<file path="config.mk">
export PLATFORM = sky130hd
export DESIGN_NAME = multicycle_alu_flat
export DESIGN_NICKNAME = d
export VERILOG_FILES = /design/src/rtl/multicycle_alu_pkg.sv /design/src/rtl/multicycle_alu_if.sv /design/src/rtl/multicycle_alu_flags.sv /design/src/rtl/multicycle_alu.sv /design/src/flat_wrapper.sv
export SDC_FILE = /design/constraint.sdc
export NUM_CORES = 1
export LEC_CHECK = 0
export BUFFER_PORTS_ARGS = -buffer_cell sky130_fd_sc_hd__buf_4
export CELL_PAD_IN_SITES_DETAIL_PLACEMENT = 1
export CELL_PAD_IN_SITES_GLOBAL_PLACEMENT = 2
export CORE_ASPECT_RATIO = 1.75
export CORE_MARGIN = 10
export CORE_UTILIZATION = 37
export DETAILED_ROUTE_END_ITERATION = 8
export PLACE_DENSITY_LB_ADDON = 0.1
export SLEW_MARGIN = 20
export SYNTH_ARGS = -nofsm -noshare
export SYNTH_HDL_FRONTEND = slang
export SYNTH_HIERARCHICAL = 1
export SYNTH_SLANG_ARGS = --single-unit
</file>
<file path="constraint.sdc">
create_clock -name clk -period 5.95 [get_ports clk]
set_input_delay 0.2975 -clock clk [delete_from_list [all_inputs] [get_ports clk]]
set_output_delay 0.2975 -clock clk [all_outputs]
set_load 0.005 [all_outputs]
</file>
<file path="src/rtl/multicycle_alu_pkg.sv">
// Shared opcodes, FSM state type and flag bundle for the multicycle ALU.
package alu_pkg;

  localparam logic [6:0] OP_OR  = 7'd0;
  localparam logic [6:0] OP_AND = 7'd1;
  localparam logic [6:0] OP_XOR = 7'd2;
  localparam logic [6:0] OP_ADD = 7'd3;
  localparam logic [6:0] OP_SUB = 7'd4;
  localparam logic [6:0] OP_SHL = 7'd5;
  localparam logic [6:0] OP_SHR = 7'd6;
  localparam logic [6:0] OP_SRA = 7'd7;
  localparam logic [6:0] OP_MUL = 7'd8;

  typedef enum logic [1:0] {
    IDLE = 2'd0,
    EXEC = 2'd1,
    DONE = 2'd2
  } state_t;

  typedef struct packed {
    logic carry;
    logic negative;
    logic zero;
    logic parity;
    logic overflow;
    logic illegal;
  } flags_t;

  function automatic logic isShift(input logic [6:0] op);
    return (op == OP_SHL) || (op == OP_SHR) || (op == OP_SRA);
  endfunction

endpackage

</file>
<file path="src/rtl/multicycle_alu_if.sv">
// Operation request / result handshake bundle between the ALU and its neighbours.
interface multicycle_alu_if #(
  parameter int WIDTH = 32
);

  logic             in_valid;
  logic             in_ready;
  logic [6:0]       op;
  logic [WIDTH-1:0] a;
  logic [WIDTH-1:0] b;
  logic             out_valid;
  logic             out_ready;
  logic [WIDTH-1:0] result;
  logic             carry;
  logic             negative;
  logic             zero;
  logic             parity;
  logic             overflow;
  logic             illegal;

  modport master (
    output in_valid, op, a, b, out_ready,
    input  in_ready, out_valid, result,
    input  carry, negative, zero, parity, overflow, illegal
  );

  modport slave (
    input  in_valid, op, a, b, out_ready,
    output in_ready, out_valid, result,
    output carry, negative, zero, parity, overflow, illegal
  );

endinterface

</file>
<file path="src/rtl/multicycle_alu_flags.sv">
// Result-derived flags (sign, zero, parity); carry and overflow live in the parent.
module alu_flags #(
  parameter int WIDTH = 32
) (
  input  logic [WIDTH-1:0] result_i,
  output logic             negative_o,
  output logic             zero_o,
  output logic             parity_o
);

  assign negative_o = result_i[WIDTH-1];
  assign zero_o     = (result_i == '0);
  assign parity_o   = ^result_i;

endmodule

</file>
<file path="src/rtl/multicycle_alu.sv">
// Handshaked ALU: single-step logic/add/sub, bit-serial shifts and shift-add multiply.
module multicycle_alu
  import alu_pkg::*;
#(
  parameter int WIDTH = 32
) (
  input logic            clk,
  input logic            rst,
  multicycle_alu_if.slave bus
);

  localparam int SHW  = $clog2(WIDTH);
  localparam int CNTW = SHW + 1;

  state_t             state_q, state_d;
  logic [6:0]         op_q, op_d;
  logic [WIDTH-1:0]   a_q, a_d;
  logic [CNTW-1:0]    count_q, count_d;
  logic [2*WIDTH-1:0] acc_q, acc_d;
  logic [WIDTH-1:0]   result_q, result_d;
  flags_t             flags_q, flags_d;

  logic               finish;
  logic [WIDTH-1:0]   resValue;
  logic               resCarry, resOverflow, resIllegal;
  logic               resNegative, resZero, resParity;
  logic [WIDTH:0]     addSum, subDiff, mulSum;
  logic [2*WIDTH-1:0] mulStep;
  logic [WIDTH-1:0]   shiftStep;
  logic               shiftOut;
  logic [SHW-1:0]     shAmt;

  assign shAmt   = bus.b[SHW-1:0];
  assign addSum  = {1'b0, bus.a} + {1'b0, bus.b};
  assign subDiff = {1'b0, bus.a} - {1'b0, bus.b};

  // Accumulator holds {partial high, remaining multiplier bits}; one right shift per step.
  assign mulSum  = {1'b0, acc_q[2*WIDTH-1:WIDTH]} + (acc_q[0] ? {1'b0, a_q} : '0);
  assign mulStep = {mulSum, acc_q[WIDTH-1:1]};

  always_comb begin
    shiftStep = {a_q[WIDTH-2:0], 1'b0};
    shiftOut  = a_q[WIDTH-1];
    case (op_q)
      OP_SHR: begin
        shiftStep = {1'b0, a_q[WIDTH-1:1]};
        shiftOut  = a_q[0];
      end
      OP_SRA: begin
        shiftStep = {a_q[WIDTH-1], a_q[WIDTH-1:1]};
        shiftOut  = a_q[0];
      end
      default: ;
    endcase
  end

  alu_flags #(.WIDTH(WIDTH)) u_flags (
    .result_i   (resValue),
    .negative_o (resNegative),
    .zero_o     (resZero),
    .parity_o   (resParity)
  );

  always_comb begin
    state_d     = state_q;
    op_d        = op_q;
    a_d         = a_q;
    count_d     = count_q;
    acc_d       = acc_q;
    result_d    = result_q;
    flags_d     = flags_q;
    finish      = 1'b0;
    resValue    = '0;
    resCarry    = 1'b0;
    resOverflow = 1'b0;
    resIllegal  = 1'b0;

    case (state_q)
      IDLE: begin
        if (bus.in_valid) begin
          op_d = bus.op;
          a_d  = bus.a;
          case (bus.op)
            OP_OR: begin
              finish   = 1'b1;
              resValue = bus.a | bus.b;
            end
            OP_AND: begin
              finish   = 1'b1;
              resValue = bus.a & bus.b;
            end
            OP_XOR: begin
              finish   = 1'b1;
              resValue = bus.a ^ bus.b;
            end
            OP_ADD: begin
              finish      = 1'b1;
              resValue    = addSum[WIDTH-1:0];
              resCarry    = addSum[WIDTH];
              resOverflow = (bus.a[WIDTH-1] == bus.b[WIDTH-1]) &&
                            (addSum[WIDTH-1] != bus.a[WIDTH-1]);
            end
            OP_SUB: begin
              finish      = 1'b1;
              resValue    = subDiff[WIDTH-1:0];
              resCarry    = subDiff[WIDTH];
              resOverflow = (bus.a[WIDTH-1] != bus.b[WIDTH-1]) &&
                            (subDiff[WIDTH-1] != bus.a[WIDTH-1]);
            end
            OP_SHL, OP_SHR, OP_SRA: begin
              if (shAmt == '0) begin
                finish   = 1'b1;
                resValue = bus.a;
              end else begin
                count_d = {1'b0, shAmt};
                state_d = EXEC;
              end
            end
            OP_MUL: begin
              acc_d   = {{WIDTH{1'b0}}, bus.b};
              count_d = CNTW'(WIDTH);
              state_d = EXEC;
            end
            default: begin
              finish     = 1'b1;
              resIllegal = 1'b1;
            end
          endcase
        end
      end

      // The last step finishes on the same edge the counter drops to zero.
      EXEC: begin
        count_d = count_q - 1'b1;
        if (isShift(op_q)) begin
          a_d = shiftStep;
          if (count_q == CNTW'(1)) begin
            finish   = 1'b1;
            resValue = shiftStep;
            resCarry = shiftOut;
          end
        end else begin
          acc_d = mulStep;
          if (count_q == CNTW'(1)) begin
            finish      = 1'b1;
            resValue    = mulStep[WIDTH-1:0];
            resCarry    = |mulStep[2*WIDTH-1:WIDTH];
            resOverflow = |mulStep[2*WIDTH-1:WIDTH];
          end
        end
      end

      DONE: begin
        if (bus.out_ready) state_d = IDLE;
      end

      default: state_d = IDLE;
    endcase

    if (finish) begin
      state_d          = DONE;
      result_d         = resValue;
      flags_d.carry    = resCarry;
      flags_d.negative = resNegative;
      flags_d.zero     = resZero;
      flags_d.parity   = resParity;
      flags_d.overflow = resOverflow;
      flags_d.illegal  = resIllegal;
    end
  end

  always_ff @(posedge clk or posedge rst) begin
    if (rst) begin
      state_q  <= IDLE;
      op_q     <= '0;
      a_q      <= '0;
      count_q  <= '0;
      acc_q    <= '0;
      result_q <= '0;
      flags_q  <= '0;
    end else begin
      state_q  <= state_d;
      op_q     <= op_d;
      a_q      <= a_d;
      count_q  <= count_d;
      acc_q    <= acc_d;
      result_q <= result_d;
      flags_q  <= flags_d;
    end
  end

  assign bus.in_ready  = (state_q == IDLE);
  assign bus.out_valid = (state_q == DONE);
  assign bus.result    = result_q;
  assign bus.carry     = flags_q.carry;
  assign bus.negative  = flags_q.negative;
  assign bus.zero      = flags_q.zero;
  assign bus.parity    = flags_q.parity;
  assign bus.overflow  = flags_q.overflow;
  assign bus.illegal   = flags_q.illegal;

endmodule

</file>
<file path="src/flat_wrapper.sv">
// flat-port wrapper written by rule: the top's interface ports become plain ports
module multicycle_alu_flat import alu_pkg::*;
#(
  parameter int WIDTH = 32
)
  (clk, rst, bus_in_valid, bus_op, bus_a, bus_b, bus_out_ready, bus_in_ready, bus_out_valid, bus_result, bus_carry, bus_negative, bus_zero, bus_parity, bus_overflow, bus_illegal);
  multicycle_alu_if #(.WIDTH(WIDTH)) bus_i ();
  input logic clk;
  input logic rst;
  input wire logic [$bits(bus_i.in_valid)-1:0] bus_in_valid;
  input wire logic [$bits(bus_i.op)-1:0] bus_op;
  input wire logic [$bits(bus_i.a)-1:0] bus_a;
  input wire logic [$bits(bus_i.b)-1:0] bus_b;
  input wire logic [$bits(bus_i.out_ready)-1:0] bus_out_ready;
  output wire logic [$bits(bus_i.in_ready)-1:0] bus_in_ready;
  output wire logic [$bits(bus_i.out_valid)-1:0] bus_out_valid;
  output wire logic [$bits(bus_i.result)-1:0] bus_result;
  output wire logic [$bits(bus_i.carry)-1:0] bus_carry;
  output wire logic [$bits(bus_i.negative)-1:0] bus_negative;
  output wire logic [$bits(bus_i.zero)-1:0] bus_zero;
  output wire logic [$bits(bus_i.parity)-1:0] bus_parity;
  output wire logic [$bits(bus_i.overflow)-1:0] bus_overflow;
  output wire logic [$bits(bus_i.illegal)-1:0] bus_illegal;
  assign bus_i.in_valid = bus_in_valid;
  assign bus_i.op = bus_op;
  assign bus_i.a = bus_a;
  assign bus_i.b = bus_b;
  assign bus_i.out_ready = bus_out_ready;
  assign bus_in_ready = bus_i.in_ready;
  assign bus_out_valid = bus_i.out_valid;
  assign bus_result = bus_i.result;
  assign bus_carry = bus_i.carry;
  assign bus_negative = bus_i.negative;
  assign bus_zero = bus_i.zero;
  assign bus_parity = bus_i.parity;
  assign bus_overflow = bus_i.overflow;
  assign bus_illegal = bus_i.illegal;
  multicycle_alu #(.WIDTH(WIDTH)) u_core (.clk(clk), .rst(rst), .bus(bus_i));
endmodule
</file>
==> results.py <==
metrics = {
    "worst_setup_path": {
        "cp_top_family": "compound AO/OA/AOI/OAI gates",
        "rr_startpoint": "u_core/a_q[0]",
        "crit_end": "u_core/bus.parity",
        "max_stage_delay_ps": 540,
        "r2r_end": "u_core/bus.overflow",
        "critPathCaptureType": "flop",
        "cp_slowest_cell": "a211oi_2",
        "crit_top_cell": "xnor2_1",
        "required_ps": 6330,
        "cp.arrival_ps": 4960,
        "crit_cells": 22,
        "regToRegSetupSlack_ps": 1420,
        "critPathBufInv": 4,
        "crit_path_start": "bus_a[1]",
        "path_cells": "buf_4 -> inv_1 -> ha_1 -> a21o_1 -> a21o_1 -> a211oi_1 -> o31ai_2 -> buf_4 -> a211oi_2 -> nor4_1 -> o21ai_0 -> xnor2_1 -> a221oi_1 -> o21ai_0 -> inv_1 -> ha_1 -> xnor2_1 -> xnor2_1 -> xnor2_1 -> xnor2_1 -> nand2_1 -> nand2_1",
        "r2r_cells": 15,
        "path_class": "primary input to flop",
        "worstSetupStartpointType": "primary input",
        "critPathMaxFanout": 6,
    },
    "flow_run": {
        "drv_cap": 0,
    },
    "global_routing": {
        "antenna_found_initial": 2,
        "grt_pass1_wl_um": 101000,
        "grt_max_degree": 89,
        "grt_pass1_vias": 16600,
        "overflow": 0,
        "track_usage_pct": 26.1,
    },
    "logic_synthesis": {
        "synth_warnings": 6,
        "synth_cell_types": 96,
        "synth-async-reset-ratio_pct": 100,
        "synth_flop_cell": "dfrtp_1",
        "avgSynthCellArea_um2": 7.50,
        "yosysSeqAreaShare_pct": 24.7,
        "syn_nets": 2237,
        "synth_edf_count": 0,
        "syn_inst": 2013,
        "synth-seq-cells": 149,
        "syn_area_um2": 15100,
    },
    "floorplanning": {
        "die_w_um": 173,
        "die_y_um": 287,
        "start_util_pct": 37.6,
        "io_pins": 115,
        "core-area_um2": 40200,
        "std_cell_rows": 97,
        "die_area_um2": 49600,
    },
    "cells_and_area": {
        "layout-drive-gt1-share_pct": 11.5,
        "syn_to_final_growth_pct": 12.9,
        "stdcell_count": 2612,
        "nFillCells": 4941,
        "nets": 2278,
    },
    "routing": {
        "dr.pass1.iters": 5,
        "first_iter_violations": 898,
        "antenna_left": 0,
        "wirelength_um": 66700,
        "viasPerCell": 5.98,
        "route.detailed.drc": 0,
        "wire_per_inst_um": 25.5,
        "num_vias": 15600,
    },
    "timing": {
        "maxSlewHeadroom_pct": 27.4,
        "timing_worst_slew_pin_value_ps": 1090,
        "hold_violations": 3,
        "setup_tns_ps": 0,
        "max_freq_mhz": 218,
        "finClkSkew_ps": 14.0,
        "min_period_ps": 4580,
        "setup_viol": 0,
        "fin_crit_sh_pct": 77.0,
        "finalMaxSlewViolations": 0,
        "whs_ps": -6.18,
        "rsz0062_at_grt": "false",
    },
    "clock_network": {
        "postCtsSetupBuffers": 0,
        "cts_tree": "done",
        "insertion_delay_ps": 440,
        "clock_sinks": 149,
        "cts_resized": 0,
        "cts_hold_buf": 0,
        "clock_path_buffers": 2,
        "clk_pin_slew_ps": 60,
        "numCtsBuffers": 17,
        "root_buffer": "clkbuf_16",
        "h-tree-depth": 4,
    },
    "min_path": {
        "hold_class": "primary input to async pin",
    },
    "pwr": {
        "vdd_drop_max_v": 0.000218,
        "power.density_nw_per_um2": 405,
        "p_leak_nw": 7.93,
    },
    "place": {
        "dp.cells": 2578,
        "place.gp.congestion": 0.964,
        "hpwl_um": 53200,
        "portBuffers": 114,
    },
    "run_status": {
        "status": "complete, but fails checks",
        "violations": "hold timing",
    },
}
[routing by layer]
metal / wire length (um) / part of all wire [%] / vias up / GRT usage (%)
met4: 3100 / 4.6 / 0 / 12.6
met5: 0 / 0 / - / 0
met2: 35000 / 53 / 429 / 48.9
li1: - / - / 7261 / -
met3: 1950 / 2.9 / 141 / 1.96
met1: 26600 / 40 / 7777 / 29.2
[how the worst min path moves through the flow]
stage,startpoint,to,slack [ps]
3_3_place_gp,u_core/op_q[5],u_core/op_q[5],450
6_report,rst,u_core/acc_q[57],-6
5_1_grt,rst,u_core/acc_q[57],70
3_5_place_dp,u_core/op_q[5],u_core/op_q[5],460
4_1_cts,bus_out_ready,u_core/state_q[1],50
2_1_floorplan,bus_op[3],u_core/op_q[3],400
[registers in the layout, indices dropped and copies added, names as in the netlist]
| name | flops |
|---|---|
| u_core/bus.negative | 1 |
| u_core/bus.illegal | 1 |
| u_core/op_q | 7 |
| u_core/acc_q | 64 |
| u_core/state_q | 2 |
| u_core/bus.zero | 1 |
| u_core/bus.carry | 1 |
| u_core/a_q | 32 |
| u_core/bus.overflow | 1 |
| u_core/count_q | 6 |
| u_core/bus.parity | 1 |
| u_core/bus.result | 32 |
[through the flow]
stage	hold slack (ps)	setup slack, ps	power [mW]	util (%)	instance area [um^2]
6_report	-6.18	1370	6.89	42.4	17000
5_1_grt	68.6	1180	7.41	42.4	17000
3_5_place_dp	460	1030	5.77	40.9	16400
4_1_cts	50.3	1380	6.89	42.3	17000
2_1_floorplan	403	1640	4.39	-	15100
3_3_place_gp	454	974	5.67	40.9	16400
[synthesized netlist by cell type, types with 9 or more instances]
library cell    n  area [um^2]
nand4_1        21          131
a22oi_1        10         75.1
a221o_1        15          150
a221oi_1       12          105
a21o_1         47          353
nand3_1        36          180
a31oi_1        49          307
a22o_1         26          228
mux2i_1        38          380
nand2b_1       12         75.1
xnor2_1        35          307
nor2_1        204          766
nor4_1         15         93.8
inv_1         150          563
nand2_1       239          897
o21a_1          9         67.6
and3_1          9         56.3
or2_2          10         62.6
buf_2          20          100
a211oi_1       24          180
o31ai_1        11         82.6
o21bai_1       12         90.1
o22ai_1        22          138
buf_1          14         52.6
a21oi_1       203         1020
dfrtp_1       149         3730
nor3_1         25          125
xor2_1         14          123
o211ai_1       26          195
clkbuf_1       90          338
o21ai_0       130          651
ha_1          146         1830
and2_1         40          250
[cell usage in the layout, fill, tap and decap left out, types with 8 or more instances in the layout]
cell type	instances
o31ai_1	11
dfrtp_1	149
and2_1	40
a21o_1	46
a211oi_1	24
mux2i_1	38
nand3_1	36
a21oi_1	201
nand4_1	21
buf_4	148
o211ai_1	26
nand2b_1	12
o22ai_1	22
or2_2	10
inv_1	149
a22oi_1	10
mux2_2	8
nor4_1	15
nor2_1	201
a221oi_1	12
xnor2_1	35
o21bai_1	12
ha_1	146
clkbuf_16	17
a221o_1	15
a22o_1	26
xor2_1	14
nand2_1	239
o21a_1	9
and3_1	9
nor3_1	24
o21ai_0	130
a31oi_1	49
or3_1	8
[report_power, final]
part           internal [mW]  switching, mW
Sequential              1.43          0.412
Combinational           1.43           2.53
Clock                  0.617          0.470
[kinds of logic (layout without fill, tap and decap cells)]
| kind of cell | after synthesis | after routing | share of synthesized area [%] |
|---|---|---|---|
| XOR/XNOR | 49 | 49 | 2.84 |
| AND/OR/NAND/NOR | 655 | 655 | 19.9 |
| other | 0 | 1 | 0 |
| flip-flops | 149 | 149 | 24.7 |
| AO/OA/AOI/OAI | 687 | 687 | 29.8 |
| buffers and inverters | 278 | 332 | 7.17 |
| adder cells (fa/ha/maj) | 149 | 149 | 12.5 |
| multiplexers | 46 | 46 | 3.12 |
[worst reg2reg max path, delay by kind of cell (launching register included)]
family	cells	cell delay, ps
AOI/OAI and AO/OA	6	1410
xor gates and xnor gates	1	200
adders and majority gates	2	650
buffers and inverters	2	280
DFF	1	460
and+or+nand+nor	4	1380
[cell type report]
type                       instances  area, um^2  share of cell area (%)
inverter                         151         572                    3.36
clock buffer                      20         437                    2.56
timing repair buffer             149        1140                    6.68
antenna                            1        2.50                  0.0147
multi-input combinational       1586       10400                    60.8
sequential                       149        3730                    21.9
clock inverter                    12         130                   0.764
tap                              544         681                    3.99
No activity file was read; power rests on OpenSTA's default activity.
